<file path="config.mk">
export PLATFORM = sky130hd
export DESIGN_NAME = cfu_resp_scoreboard
export DESIGN_NICKNAME = d
export VERILOG_FILES = /design/src/rtl/cfu_sb_pkg.sv /design/src/rtl/cfu_sb_fifo.sv /design/src/rtl/cfu_resp_scoreboard.sv
export SDC_FILE = /design/constraint.sdc
export NUM_CORES = 1
export LEC_CHECK = 0
export CORE_MARGIN = 3
export CORE_UTILIZATION = 45
export CTS_BUF_LIST = sky130_fd_sc_hd__clkbuf_2
export DETAILED_ROUTE_END_ITERATION = 16
export PLACE_DENSITY = 0.67
export SYNTH_ARGS = -nofsm -noshare
export SYNTH_HDL_FRONTEND = slang
export SYNTH_HIERARCHICAL = 1
export SYNTH_SLANG_ARGS = --single-unit
</file>
<file path="constraint.sdc">
create_clock -name clk -period 5.05 [get_ports clk]
set_clock_uncertainty 0.2 [all_clocks]
set_input_delay 1.01 -clock clk [delete_from_list [all_inputs] [get_ports clk]]
set_output_delay 1.01 -clock clk [all_outputs]
set_load 0.01 [all_outputs]
</file>
<file path="src/rtl/cfu_sb_pkg.sv">
// Shared constants and helpers for the CFU response scoreboard.
// Holds counter width/saturation, default sizing and the compare-result encoding.
package cfu_sb_pkg;

    localparam int          SB_CNT_W           = 16;
    localparam logic [15:0] SB_CNT_SAT         = 16'hFFFF;
    localparam int          SB_DEFAULT_DEPTH   = 8;
    localparam int          SB_DEFAULT_TIMEOUT = 255;

    typedef enum logic [1:0] {
        CMP_NONE  = 2'd0,
        CMP_PASS  = 2'd1,
        CMP_FAIL  = 2'd2,
        CMP_UNEXP = 2'd3
    } cmp_e;

    function automatic logic [SB_CNT_W-1:0] sat_inc(input logic [SB_CNT_W-1:0] v);
        return (v == SB_CNT_SAT) ? v : v + 1'b1;
    endfunction

endpackage

</file>
<file path="src/rtl/cfu_sb_fifo.sv">
// In-order FIFO of expected entries; pointers carry one extra wrap bit so
// full and empty are distinguishable when the index bits are equal.
module cfu_sb_fifo #(
    parameter int W     = 38,
    parameter int DEPTH = 8
) (
    input  logic                       clk,
    input  logic                       rst,
    input  logic                       push,
    input  logic                       pop,
    input  logic [W-1:0]               wdata,
    output logic [W-1:0]               rdata,
    output logic                       full,
    output logic                       empty,
    output logic [$clog2(DEPTH):0]     count
);

    localparam int AW = $clog2(DEPTH);

    logic [W-1:0] mem [DEPTH];
    logic [AW:0]  wptr;
    logic [AW:0]  rptr;

    // NOTE: storage has no reset; the pointers alone decide which words are valid.
    always_ff @(posedge clk) begin
        if (push) begin
            mem[wptr[AW-1:0]] <= wdata;
        end
    end

    // NOTE: sequential state uses <= so every flop samples the pre-edge values.
    always_ff @(posedge clk or negedge rst) begin
        if (!rst) begin
            wptr <= '0;
            rptr <= '0;
        end else begin
            if (push) wptr <= wptr + 1'b1;
            if (pop)  rptr <= rptr + 1'b1;
        end
    end

    assign rdata = mem[rptr[AW-1:0]];
    assign empty = (wptr == rptr);
    assign full  = (wptr[AW] != rptr[AW]) && (wptr[AW-1:0] == rptr[AW-1:0]);
    assign count = wptr - rptr;

endmodule

</file>
<file path="src/rtl/cfu_resp_scoreboard.sv">
// Scoreboard matching CFU responses in order against expected entries.
// Optional first-failure capture ports are enabled by defining CFU_SB_CAPTURE_EN.
module cfu_resp_scoreboard
    import cfu_sb_pkg::*;
#(
    parameter int CFU_REQ_RESP_ID_W = 6,
    parameter int CFU_RESP_DATA_W   = 32,
    parameter int DEPTH             = SB_DEFAULT_DEPTH,
    parameter int TIMEOUT           = SB_DEFAULT_TIMEOUT
) (
    input  logic                         clk,
    input  logic                         rst,
    input  logic                         exp_valid,
    output logic                         exp_ready,
    input  logic [CFU_REQ_RESP_ID_W-1:0] exp_id,
    input  logic [CFU_RESP_DATA_W-1:0]   exp_data,
    input  logic                         resp_valid,
    output logic                         resp_ready,
    input  logic [CFU_REQ_RESP_ID_W-1:0] resp_id,
    input  logic [CFU_RESP_DATA_W-1:0]   resp_data,
    output logic [SB_CNT_W-1:0]          pass_count,
    output logic [SB_CNT_W-1:0]          fail_count,
    output logic [$clog2(DEPTH):0]       outstanding,
    output logic                         mismatch,
    output logic                         timeout,
    output logic                         unexpected
`ifdef CFU_SB_CAPTURE_EN
   ,output logic                         first_fail_valid,
    output logic [CFU_REQ_RESP_ID_W-1:0] first_fail_id,
    output logic [CFU_RESP_DATA_W-1:0]   first_fail_exp,
    output logic [CFU_RESP_DATA_W-1:0]   first_fail_got
`endif
);

    localparam int E_W   = CFU_REQ_RESP_ID_W + CFU_RESP_DATA_W;
    localparam int TMO_W = $clog2(TIMEOUT + 1);

    logic                         ready_q;
    logic                         push;
    logic                         resp_fire;
    logic                         bypass;
    logic                         fifo_full;
    logic                         fifo_empty;
    logic [E_W-1:0]               fifo_rdata;
    logic [CFU_REQ_RESP_ID_W-1:0] ref_id;
    logic [CFU_RESP_DATA_W-1:0]   ref_data;
    logic [TMO_W-1:0]             tmo_cnt;
    cmp_e                         cmp_res;

    assign exp_ready  = ready_q && !fifo_full;
    assign resp_ready = ready_q;
    assign push       = exp_valid && exp_ready;
    assign resp_fire  = resp_valid && resp_ready;
    // An empty FIFO lets a same-cycle push feed the response directly.
    assign bypass     = push && resp_fire && fifo_empty;

    cfu_sb_fifo #(
        .W     (E_W),
        .DEPTH (DEPTH)
    ) u_fifo (
        .clk   (clk),
        .rst   (rst),
        .push  (push && !bypass),
        .pop   (resp_fire && !fifo_empty),
        .wdata ({exp_id, exp_data}),
        .rdata (fifo_rdata),
        .full  (fifo_full),
        .empty (fifo_empty),
        .count (outstanding)
    );

    // NOTE: every output of this block gets a default first, so no path infers a latch.
    always_comb begin
        ref_id   = fifo_rdata[E_W-1:CFU_RESP_DATA_W];
        ref_data = fifo_rdata[CFU_RESP_DATA_W-1:0];
        cmp_res  = CMP_NONE;
        if (bypass) begin
            ref_id   = exp_id;
            ref_data = exp_data;
        end
        if (resp_fire) begin
            if (fifo_empty && !push) begin
                cmp_res = CMP_UNEXP;
            end else if (ref_id == resp_id && ref_data == resp_data) begin
                cmp_res = CMP_PASS;
            end else begin
                cmp_res = CMP_FAIL;
            end
        end
    end

    always_ff @(posedge clk or negedge rst) begin
        if (!rst) begin
            ready_q    <= 1'b0;
            pass_count <= '0;
            fail_count <= '0;
            mismatch   <= 1'b0;
            unexpected <= 1'b0;
            timeout    <= 1'b0;
            tmo_cnt    <= '0;
        end else begin
            ready_q  <= 1'b1;
            mismatch <= (cmp_res == CMP_FAIL) || (cmp_res == CMP_UNEXP);
            if (cmp_res == CMP_PASS) begin
                pass_count <= sat_inc(pass_count);
            end
            if (cmp_res == CMP_FAIL || cmp_res == CMP_UNEXP) begin
                fail_count <= sat_inc(fail_count);
            end
            if (cmp_res == CMP_UNEXP) begin
                unexpected <= 1'b1;
            end
            // Idle counter only runs while something is outstanding and unanswered.
            if (resp_fire || fifo_empty) begin
                tmo_cnt <= '0;
            end else if (tmo_cnt != TMO_W'(TIMEOUT)) begin
                tmo_cnt <= tmo_cnt + 1'b1;
                if (tmo_cnt == TMO_W'(TIMEOUT - 1)) begin
                    timeout <= 1'b1;
                end
            end
        end
    end

`ifdef CFU_SB_CAPTURE_EN
    always_ff @(posedge clk or negedge rst) begin
        if (!rst) begin
            first_fail_valid <= 1'b0;
            first_fail_id    <= '0;
            first_fail_exp   <= '0;
            first_fail_got   <= '0;
        end else if (!first_fail_valid && (cmp_res == CMP_FAIL || cmp_res == CMP_UNEXP)) begin
            first_fail_valid <= 1'b1;
            first_fail_id    <= resp_id;
            first_fail_exp   <= (cmp_res == CMP_UNEXP) ? '0 : ref_data;
            first_fail_got   <= resp_data;
        end
    end
`endif

endmodule

</file>
==> results of run 1 <==
-- timing repair --
item	CTS	global route
hold endpoints to repair	32	0
hold buffers	1	0
setup buffers	0	0
gates resized for setup	0	0
-- final timing paths --
path	startpoint	end	cells after the start
worst max register to register	u_fifo/rptr[0]$_DFFE_PN0P_	pass_count[1]$_DFFE_PN0P_	13
worst min register to register	timeout$_DFFE_PN0P_	timeout$_DFFE_PN0P_	1
min in group asynchronous	rst	unexpected$_DFFE_PN0P_	2
worst min-delay path	timeout$_DFFE_PN0P_	timeout$_DFFE_PN0P_	1
worst max-delay path	u_fifo/rptr[0]$_DFFE_PN0P_	pass_count[1]$_DFFE_PN0P_	13
max in group asynchronous	rst	u_fifo/rptr[2]$_DFFE_PN0P_	3
-- power groups by stage --
stage                     sequential [mW]  combinational [mW]  clock (mW)
after global routing                 3.69                3.08        2.07
after CTS                            3.66                2.87        1.91
final                                3.65                2.82        1.84
after detailed placement             3.72                2.86           0
after floorplan                      3.65                1.96           0
after global placement               3.71                2.85           0
-- stage by stage --
stage          cell area [µm²]  power [mW]  instances  setup WS [ns]  hold slack (ns)
6_report                 17900        8.31       1655          0.531            0.282
5_1_grt                  17900        8.84       1655          0.180            0.299
4_1_cts                  17900        8.44       1654          0.506            0.277
3_3_place_gp             17100        6.56       1496          0.489            0.254
3_5_place_dp             17100        6.58       1496          0.372            0.257
2_1_floorplan            15200        5.61        943          0.478            0.261
-- Yosys cell counts (11+ instances only) --
master	n
nor2_1	24
nand2_1	139
mux4_2	76
clkbuf_1	15
nor3_1	11
and3_1	12
nand4_1	18
nand3_1	25
inv_1	31
buf_2	12
edfxtp_1	304
dfrtp_1	52
xnor2_1	38
o21ai_0	20
xor2_1	30
nand2b_1	13
-- kinds of logic after synthesis --
family / after synthesis / synth area share (%)
fa+ha+maj: 10 / 0.871
compound gates: 65 / 2.97
mux: 91 / 12.3
flops: 356 / 68.5
buf+inv: 69 / 2.26
other cells: 1 / 0.0246
xor+xnor: 68 / 3.91
simple gates: 283 / 9.16
-- metal layers --
layer	routed length, µm	GRT usage (%)	part of all wire [%]
met1	15500	27.7	43
met2	17200	32.0	48
met3	2180	4.83	6.1
met4	967	7.34	2.7
met5	0	0	0
-- sequential cells by signal (all words and copies together) (netlist names) --
name         cells
u_fifo/rptr      4
timeout          1
unexpected       1
tmo_cnt          8
u_fifo/wptr      4
resp_ready       1
u_fifo/mem     304
mismatch         1
fail_count      16
pass_count      16
-- final cells by class --
cell class              count  area (µm²)  share of cell area (%)
well taps                 442         553                    3.09
diodes                      1        2.50                  0.0140
flip-flops and latches    356       10400                    58.3
clock inverters            17        77.6                   0.434
clock buffers             140         701                    3.92
multi-input cells         518        4520                    25.3
inverters                  31         116                   0.650
repair buffers            150        1490                    8.31
==> flow_summary.json, run 1 <==
{
  "status": "finished clean",
  "ys_seq_elements": 356,
  "fin_crit_ns": 4.52,
  "die_y_um": 190,
  "ys.flop_type": "edfxtp_1",
  "die_w_um": 190,
  "maxCapViolCount": 0,
  "finalWeightedCongestion": 0.915,
  "synth_edf_count": 304,
  "clockRootBuffer": "clkbuf_2",
  "pwr-share-seq_pct": 43.9,
  "mostFrequentLayoutCells": "edfxtp_1, clkbuf_2, nand2_1",
  "combPwrFrac_pct": 34.0,
  "gr-usage-all-layers_pct": 20.2,
  "synth_cells": 943,
  "core.rowCount": 66,
  "finalSetupViolCount": 0,
  "syn_area_per_cell_um2": 16.1,
  "period_share_pct": 89.5,
  "cp_max_fo": 31,
  "synthTopCellsByArea": "edfxtp_1, mux4_2, dfrtp_1",
  "synth.distinct_cells": 61,
  "drc": 0,
  "critPathCaptureType": "flop",
  "grt_max_degree": 79,
  "tightest_slew_ns": 1.07,
  "cts_tree": "built",
  "swShare_pct": 33.7,
  "syn2layout_area_growth_pct": 17.6,
  "nets": 1237,
  "antenna_found_initial": 1,
  "powerDensity_nw_per_um2": 464,
  "worst_hold_path_type": "flop to flop",
  "grt_overflow_total": 0,
  "wl_mm": 35.9,
  "cts_num_sinks": 356,
  "h-tree-depth": 3,
  "die_area_um2": 36100,
  "numCtsBuffers": 90,
  "syn-num-nets": 1033,
  "start_util_pct": 46.2,
  "p_sw_mw": 2.80,
  "port_buffers": 120,
  "wl_per_cell_um": 21.7,
  "leakage_nw": 6.52,
  "fmax_mhz": 221,
  "drive_gt1_share_pct": 23.5,
  "path_class": "flop to flop",
  "via_per_inst": 5.48,
  "ff2ff_setup_slack_ns": 0.53,
  "synth-seq-area-share_pct": 68.5,
  "synth_area_leader_cell": "edfxtp_1",
  "required_ns": 5.61,
  "hold_viol_final": 0,
  "worstPathArrival_ns": 5.08,
  "cts.clk_slew.worst_paths_ns": 0.09,
  "async_reset_ff_share_pct": 14.6,
  "core_um2": 32900,
  "ant_nets": 0,
  "slowest_delay_ns": 0.65,
  "num_vias": 9065,
  "nFillCells": 2721,
  "vdd_ir_drop_max_mv": 0.362,
  "slew_headroom_pct": 28.3,
  "start_kind": "flop",
  "first_global_vias": 9013,
  "io_pins": 121,
  "dpl.hpwl_mm": 22.9,
  "drtIter0Drc": 675,
  "crit_family": "simple AND/OR/NAND/NOR gates",
  "pwr-share-clk_pct": 22.1,
  "finalMaxSlewViolations": 0,
  "synth_top_area_share_pct": 60.0,
  "final_common_cell": "edfxtp_1",
  "syn_area_um2": 15200,
  "yosys_warnings": 6,
  "fin_util_pct": 54.3,
  "rsz0062_at_grt": "no",
  "grt_pass1_wl_mm": 54.6,
  "clock_latency_ns": 0.88,
  "first_pass_iters": 5,
  "cpMaxStageDelayCell": "dfrtp_4",
  "cp_cell_sequence": "ha_1, nand3_1, nor2_1, nand3_2, nor2_1, buf_4, o21ai_0, a2111o_1, nor4_1, nand4_1, buf_4, nor3_1, mux2_2",
  "cts_buffer_depth": 3,
  "internal_power_mw": 5.51,
  "timing.critical_path.buf_inv": 2,
  "setup_tns_ns": 0
}
Note: power is estimated with default switching activity, not from simulation.
==> run 2: changes to the inputs <==
--- a/config.mk
+++ b/config.mk
@@ -10,6 +10,7 @@
 export CTS_BUF_LIST = sky130_fd_sc_hd__clkbuf_2
 export DETAILED_ROUTE_END_ITERATION = 16
 export PLACE_DENSITY = 0.67
+export SETUP_SLACK_MARGIN = 0.4
 export SYNTH_ARGS = -nofsm -noshare
 export SYNTH_HDL_FRONTEND = slang
 export SYNTH_HIERARCHICAL = 1
==> flow_summary.json, run 2 (synthesis results as in run 1) <==
{
  "tightest_slew_ns": 1.08,
  "cpMaxStageDelayCell": "dfrtp_4",
  "h-tree-depth": 3,
  "ff2ff_setup_slack_ns": 0.75,
  "period_share_pct": 85.2,
  "cts.clk_slew.worst_paths_ns": 0.09,
  "worst_hold_path_type": "flop to flop",
  "start_kind": "flop",
  "worstPathArrival_ns": 4.87,
  "cts_buffer_depth": 3,
  "powerDensity_nw_per_um2": 465,
  "port_buffers": 120,
  "reg2reg_from": "u_fifo/rptr[0]$_DFFE_PN0P_",
  "syn2layout_area_growth_pct": 17.8,
  "wl_mm": 35.9,
  "first_pass_iters": 6,
  "nFillCells": 2718,
  "pre_cts_ws_ns": 0.372,
  "finalWeightedCongestion": 0.915,
  "grt_overflow_total": 0,
  "status": "finished clean",
  "finalSetupViolCount": 0,
  "numCtsBuffers": 90,
  "holdPathEnd": "timeout$_DFFE_PN0P_",
  "die_y_um": 190,
  "wl_per_cell_um": 21.6,
  "slew_headroom_pct": 27.5,
  "setup_tns_ns": 0,
  "num_vias": 9033,
  "drtIter0Drc": 736,
  "first_global_vias": 9013,
  "slowest_delay_ns": 0.55,
  "die_area_um2": 36100,
  "antenna_found_initial": 1,
  "cts_tree": "built",
  "io_pins": 121,
  "via_per_inst": 5.44,
  "required_ns": 5.61,
  "grt_max_degree": 79,
  "maxCapViolCount": 0,
  "hold_depth": 1,
  "seq_area_um2": 10400,
  "core.rowCount": 66,
  "drive_gt1_share_pct": 24.1,
  "nets": 1241,
  "core_um2": 32900,
  "largest_register_ffs": 304,
  "clockRootBuffer": "clkbuf_2",
  "cp_cell_sequence": "buf_4, mux4_2, nand2_1, nand2_1, xor2_1, a2111oi_0, o21ai_0, a2111o_1, nor4_1, nand4_1, buf_4, nor3_1, mux2_2",
  "gr-usage-all-layers_pct": 20.2,
  "critPathCaptureType": "flop",
  "reg2reg_depth": 13,
  "final_common_cell": "edfxtp_1",
  "leakage_nw": 6.54,
  "die_w_um": 190,
  "grt_pass1_wl_mm": 54.6,
  "layout_setup_ws_ns": 0.745,
  "fmax_mhz": 232,
  "dpl.hpwl_mm": 22.9,
  "finalMaxSlewViolations": 0,
  "rsz0062_at_grt": "no",
  "multiInputGateArea_um2": 4530,
  "fin_util_pct": 54.4,
  "vdd_ir_drop_max_mv": 0.363,
  "r2r_end": "pass_count[1]$_DFFE_PN0P_",
  "mostFrequentLayoutCells": "edfxtp_1, clkbuf_2, nand2_1",
  "cp_max_fo": 31,
  "fin_crit_ns": 4.30,
  "drc": 0,
  "hold_viol_final": 0,
  "holdCritStartpoint": "timeout$_DFFE_PN0P_",
  "path_class": "flop to flop",
  "cts_num_sinks": 356,
  "start_util_pct": 46.2,
  "ant_nets": 0,
  "clock_latency_ns": 0.92
}
-- run 2: worst max-delay path by stage --
stage,start,to,depth (start not counted)
final,u_fifo/rptr[0]$_DFFE_PN0P_,pass_count[1]$_DFFE_PN0P_,13
after global routing,u_fifo/rptr[0]$_DFFE_PN0P_,pass_count[1]$_DFFE_PN0P_,13
after CTS,u_fifo/rptr[0]$_DFFE_PN0P_,pass_count[1]$_DFFE_PN0P_,13
after detailed placement,resp_valid,pass_count[1]$_DFFE_PN0P_,11
after global placement,exp_data[26],pass_count[1]$_DFFE_PN0P_,10
after floorplan,u_fifo/rptr[2]$_DFFE_PN0P_,u_fifo/mem[7][0]$_DFFE_PP_,12
-- run 2: area by class of cell --
cell class | count | area share (%)
Sequential cell | 356 | 58.2
Multi-Input combinational cell | 518 | 25.2
Timing Repair Buffer | 154 | 8.46
Clock buffer | 140 | 3.91
Tap cell | 442 | 3.08
Inverter | 31 | 0.649
Clock inverter | 17 | 0.433
Antenna cell | 1 | 0.0140
-- run 2: power by group --
part | switching (mW) | internal, mW | leakage [nW]
Sequential | 0.149 | 3.48 | 3.42
Combinational | 1.55 | 1.33 | 2.49
Clock | 1.11 | 0.728 | 0.622
-- run 2: critical path, delay by kind of cell, from the launching register on --
kind | cells | cell delay [ns]
compound gates | 3 | 0.79
xor+xnor | 1 | 0.19
buf+inv | 2 | 0.53
flops | 1 | 0.55
mux | 2 | 0.89
simple gates | 5 | 1.01
-- run 2: what timing repair did --
item                                   CTS  global route
setup endpoints to repair                0             5
endpoints found under the hold margin   32             0
hold buffers                             1             0
gates resized for setup                  0             4
buffers inserted                         0             4
-- run 2: stage by stage --
step	std cells	hold WS, ns	power, mW	instance area, µm²
2_1_floorplan	943	0.261	5.61	15200
3_5_place_dp	1496	0.257	6.58	17100
5_1_grt	1659	0.299	8.88	17900
6_report	1659	0.282	8.34	17900
4_1_cts	1654	0.277	8.44	17900
3_3_place_gp	1496	0.254	6.56	17100
-- run 2: layer usage --
layer	GRT usage (%)	share of wire (%)	routed length, µm
met1	27.7	43	15600
met2	32.0	48	17200
met3	4.83	5.9	2130
met4	7.34	2.7	971
met5	0	0	0
==> run 3: changes to the inputs <==
--- a/config.mk
+++ b/config.mk
@@ -10,6 +10,7 @@
 export CTS_BUF_LIST = sky130_fd_sc_hd__clkbuf_2
 export DETAILED_ROUTE_END_ITERATION = 16
 export PLACE_DENSITY = 0.67
+export REMOVE_ABC_BUFFERS = 1
 export SETUP_SLACK_MARGIN = 0.4
 export SYNTH_ARGS = -nofsm -noshare
 export SYNTH_HDL_FRONTEND = slang
==> flow_summary.json, run 3 (synthesis results as in run 1) <==
{
  "status": "finished clean",
  "cts_num_sinks": 356,
  "layout_setup_ws_ns": 0.671,
  "drtIter0Drc": 699,
  "worstPathArrival_ns": 4.92,
  "largest_register_ffs": 304,
  "path_class": "flop to flop",
  "cts_buffer_depth": 3,
  "vdd_ir_drop_max_mv": 0.395,
  "mostFrequentLayoutCells": "edfxtp_1, nand2_1, clkbuf_2",
  "core.rowCount": 66,
  "via_per_inst": 5.51,
  "maxCapViolCount": 0,
  "leakage_nw": 6.52,
  "drive_gt1_share_pct": 22.7,
  "finalNonFillerCells": 1653,
  "fin_area_um2": 18000,
  "critPathCaptureType": "flop",
  "hold_viol_final": 0,
  "syn2layout_area_growth_pct": 18.3,
  "fmax_mhz": 228,
  "tightest_slew_ns": 1.17,
  "port_buffers": 120,
  "die_w_um": 190,
  "grt_pass1_wl_mm": 55.1,
  "slowest_delay_ns": 0.58,
  "dp_cells": 1490,
  "wl_per_cell_um": 21.7,
  "h-tree-depth": 3,
  "p_total_mw": 8.49,
  "slew_headroom_pct": 21.7,
  "reg2reg_depth": 13,
  "die_y_um": 190,
  "rsz0062_at_grt": "no",
  "cts.clk_slew.worst_paths_ns": 0.09,
  "numCtsBuffers": 91,
  "final_common_cell": "edfxtp_1",
  "whs_ns": 0.275,
  "clockRootBuffer": "clkbuf_2",
  "cts_tree": "built",
  "hold_depth": 1,
  "first_pass_iters": 6,
  "worst_hold_path_type": "flop to flop",
  "gr-usage-all-layers_pct": 20.3,
  "drc": 0,
  "grt_max_degree": 79,
  "post_cts_buffers": 0,
  "start_util_pct": 46.2,
  "required_ns": 5.59,
  "ff2ff_setup_slack_ns": 0.67,
  "antenna_found_initial": 2,
  "pre_cts_ws_ns": 0.301,
  "powerDensity_nw_per_um2": 472,
  "grt_overflow_total": 0,
  "die_area_um2": 36100,
  "core_um2": 32900,
  "finalMaxSlewViolations": 0,
  "wl_mm": 35.8,
  "num_vias": 9101,
  "finalWeightedCongestion": 0.860,
  "dpl.hpwl_mm": 21.4,
  "dpl_cell_area_um2": 17100,
  "setup_tns_ns": 0,
  "io_pins": 121,
  "period_share_pct": 86.7,
  "nFillCells": 2649,
  "first_global_vias": 9247,
  "finalSetupViolCount": 0,
  "ant_nets": 0,
  "clock_latency_ns": 0.95,
  "fin_util_pct": 54.7,
  "nets": 1233,
  "start_kind": "flop",
  "cp_cell_sequence": "buf_4, mux4_2, nand2_1, nand2_1, xor2_1, a221oi_1, and2_0, o221ai_1, nor4_1, nand4_1, buf_4, nor3_2, mux2_2",
  "cp_max_fo": 31,
  "fin_crit_ns": 4.38,
  "cpMaxStageDelayCell": "mux4_2"
}
-- run 3: cell count changes in the layout (fill, tap and decap cells not counted), sizes merged --
cell	previous run	this run
clkinv	14	26
clkbuf	140	128
buf	34	24
bufinv	0	3
diode	1	2
-- run 3: area by class of cell --
class                      count  area (µm²)  share of cell area, %
clock inverter                32         224                   1.24
sequential                   356       10400                   58.0
clock buffer                 127         636                   3.53
multi-input combinational    518        4520                   25.1
tap                          442         553                   3.07
antenna                        2        5.00                 0.0278
timing repair buffer         145        1510                   8.39
inverter                      31         116                  0.646
-- run 3: critical path: cells and delay by family (launching register included) --
family          cells  cell delay (ns)
compound gates      2             0.63
mux                 2             0.94
buf+inv             2             0.75
simple gates        6             1.03
xor+xnor            1             0.16
flops               1             0.51
-- run 3: power breakdown --
| part | total (mW) | internal, mW | switching (mW) | leakage (nW) |
|---|---|---|---|---|
| combinational | 2.89 | 1.32 | 1.57 | 2.47 |
| sequential | 3.61 | 3.48 | 0.131 | 3.42 |
| clock | 1.99 | 0.842 | 1.15 | 0.631 |
| total | 8.49 | 5.65 | 2.85 | 6.52 |
-- run 3: worst paths after layout --
kind / startpoint / to
max: u_fifo/rptr[0]$_DFFE_PN0P_ / pass_count[1]$_DFFE_PN0P_
min: timeout$_DFFE_PN0P_ / timeout$_DFFE_PN0P_
max reg2reg: u_fifo/rptr[0]$_DFFE_PN0P_ / pass_count[1]$_DFFE_PN0P_
min reg2reg: timeout$_DFFE_PN0P_ / timeout$_DFFE_PN0P_
max in group asynchronous: rst / fail_count[11]$_DFFE_PN0P_
min in group asynchronous: rst / pass_count[5]$_DFFE_PN0P_
-- run 3: what timing repair did --
item,4_1_cts,5_1_grt
resized for setup,0,6
setup endpoints to repair,0,6
hold buffers,1,0
endpoints found under the hold margin,20,0
-- run 3: metal layers --
metal  GRT usage, %  wire length [µm]  vias up
li1               -                 -     4083
met1           28.7             15100     4606
met2           31.8             17300      348
met3           4.07              2590       64
met4           7.05               878        0
met5              0                 0        -
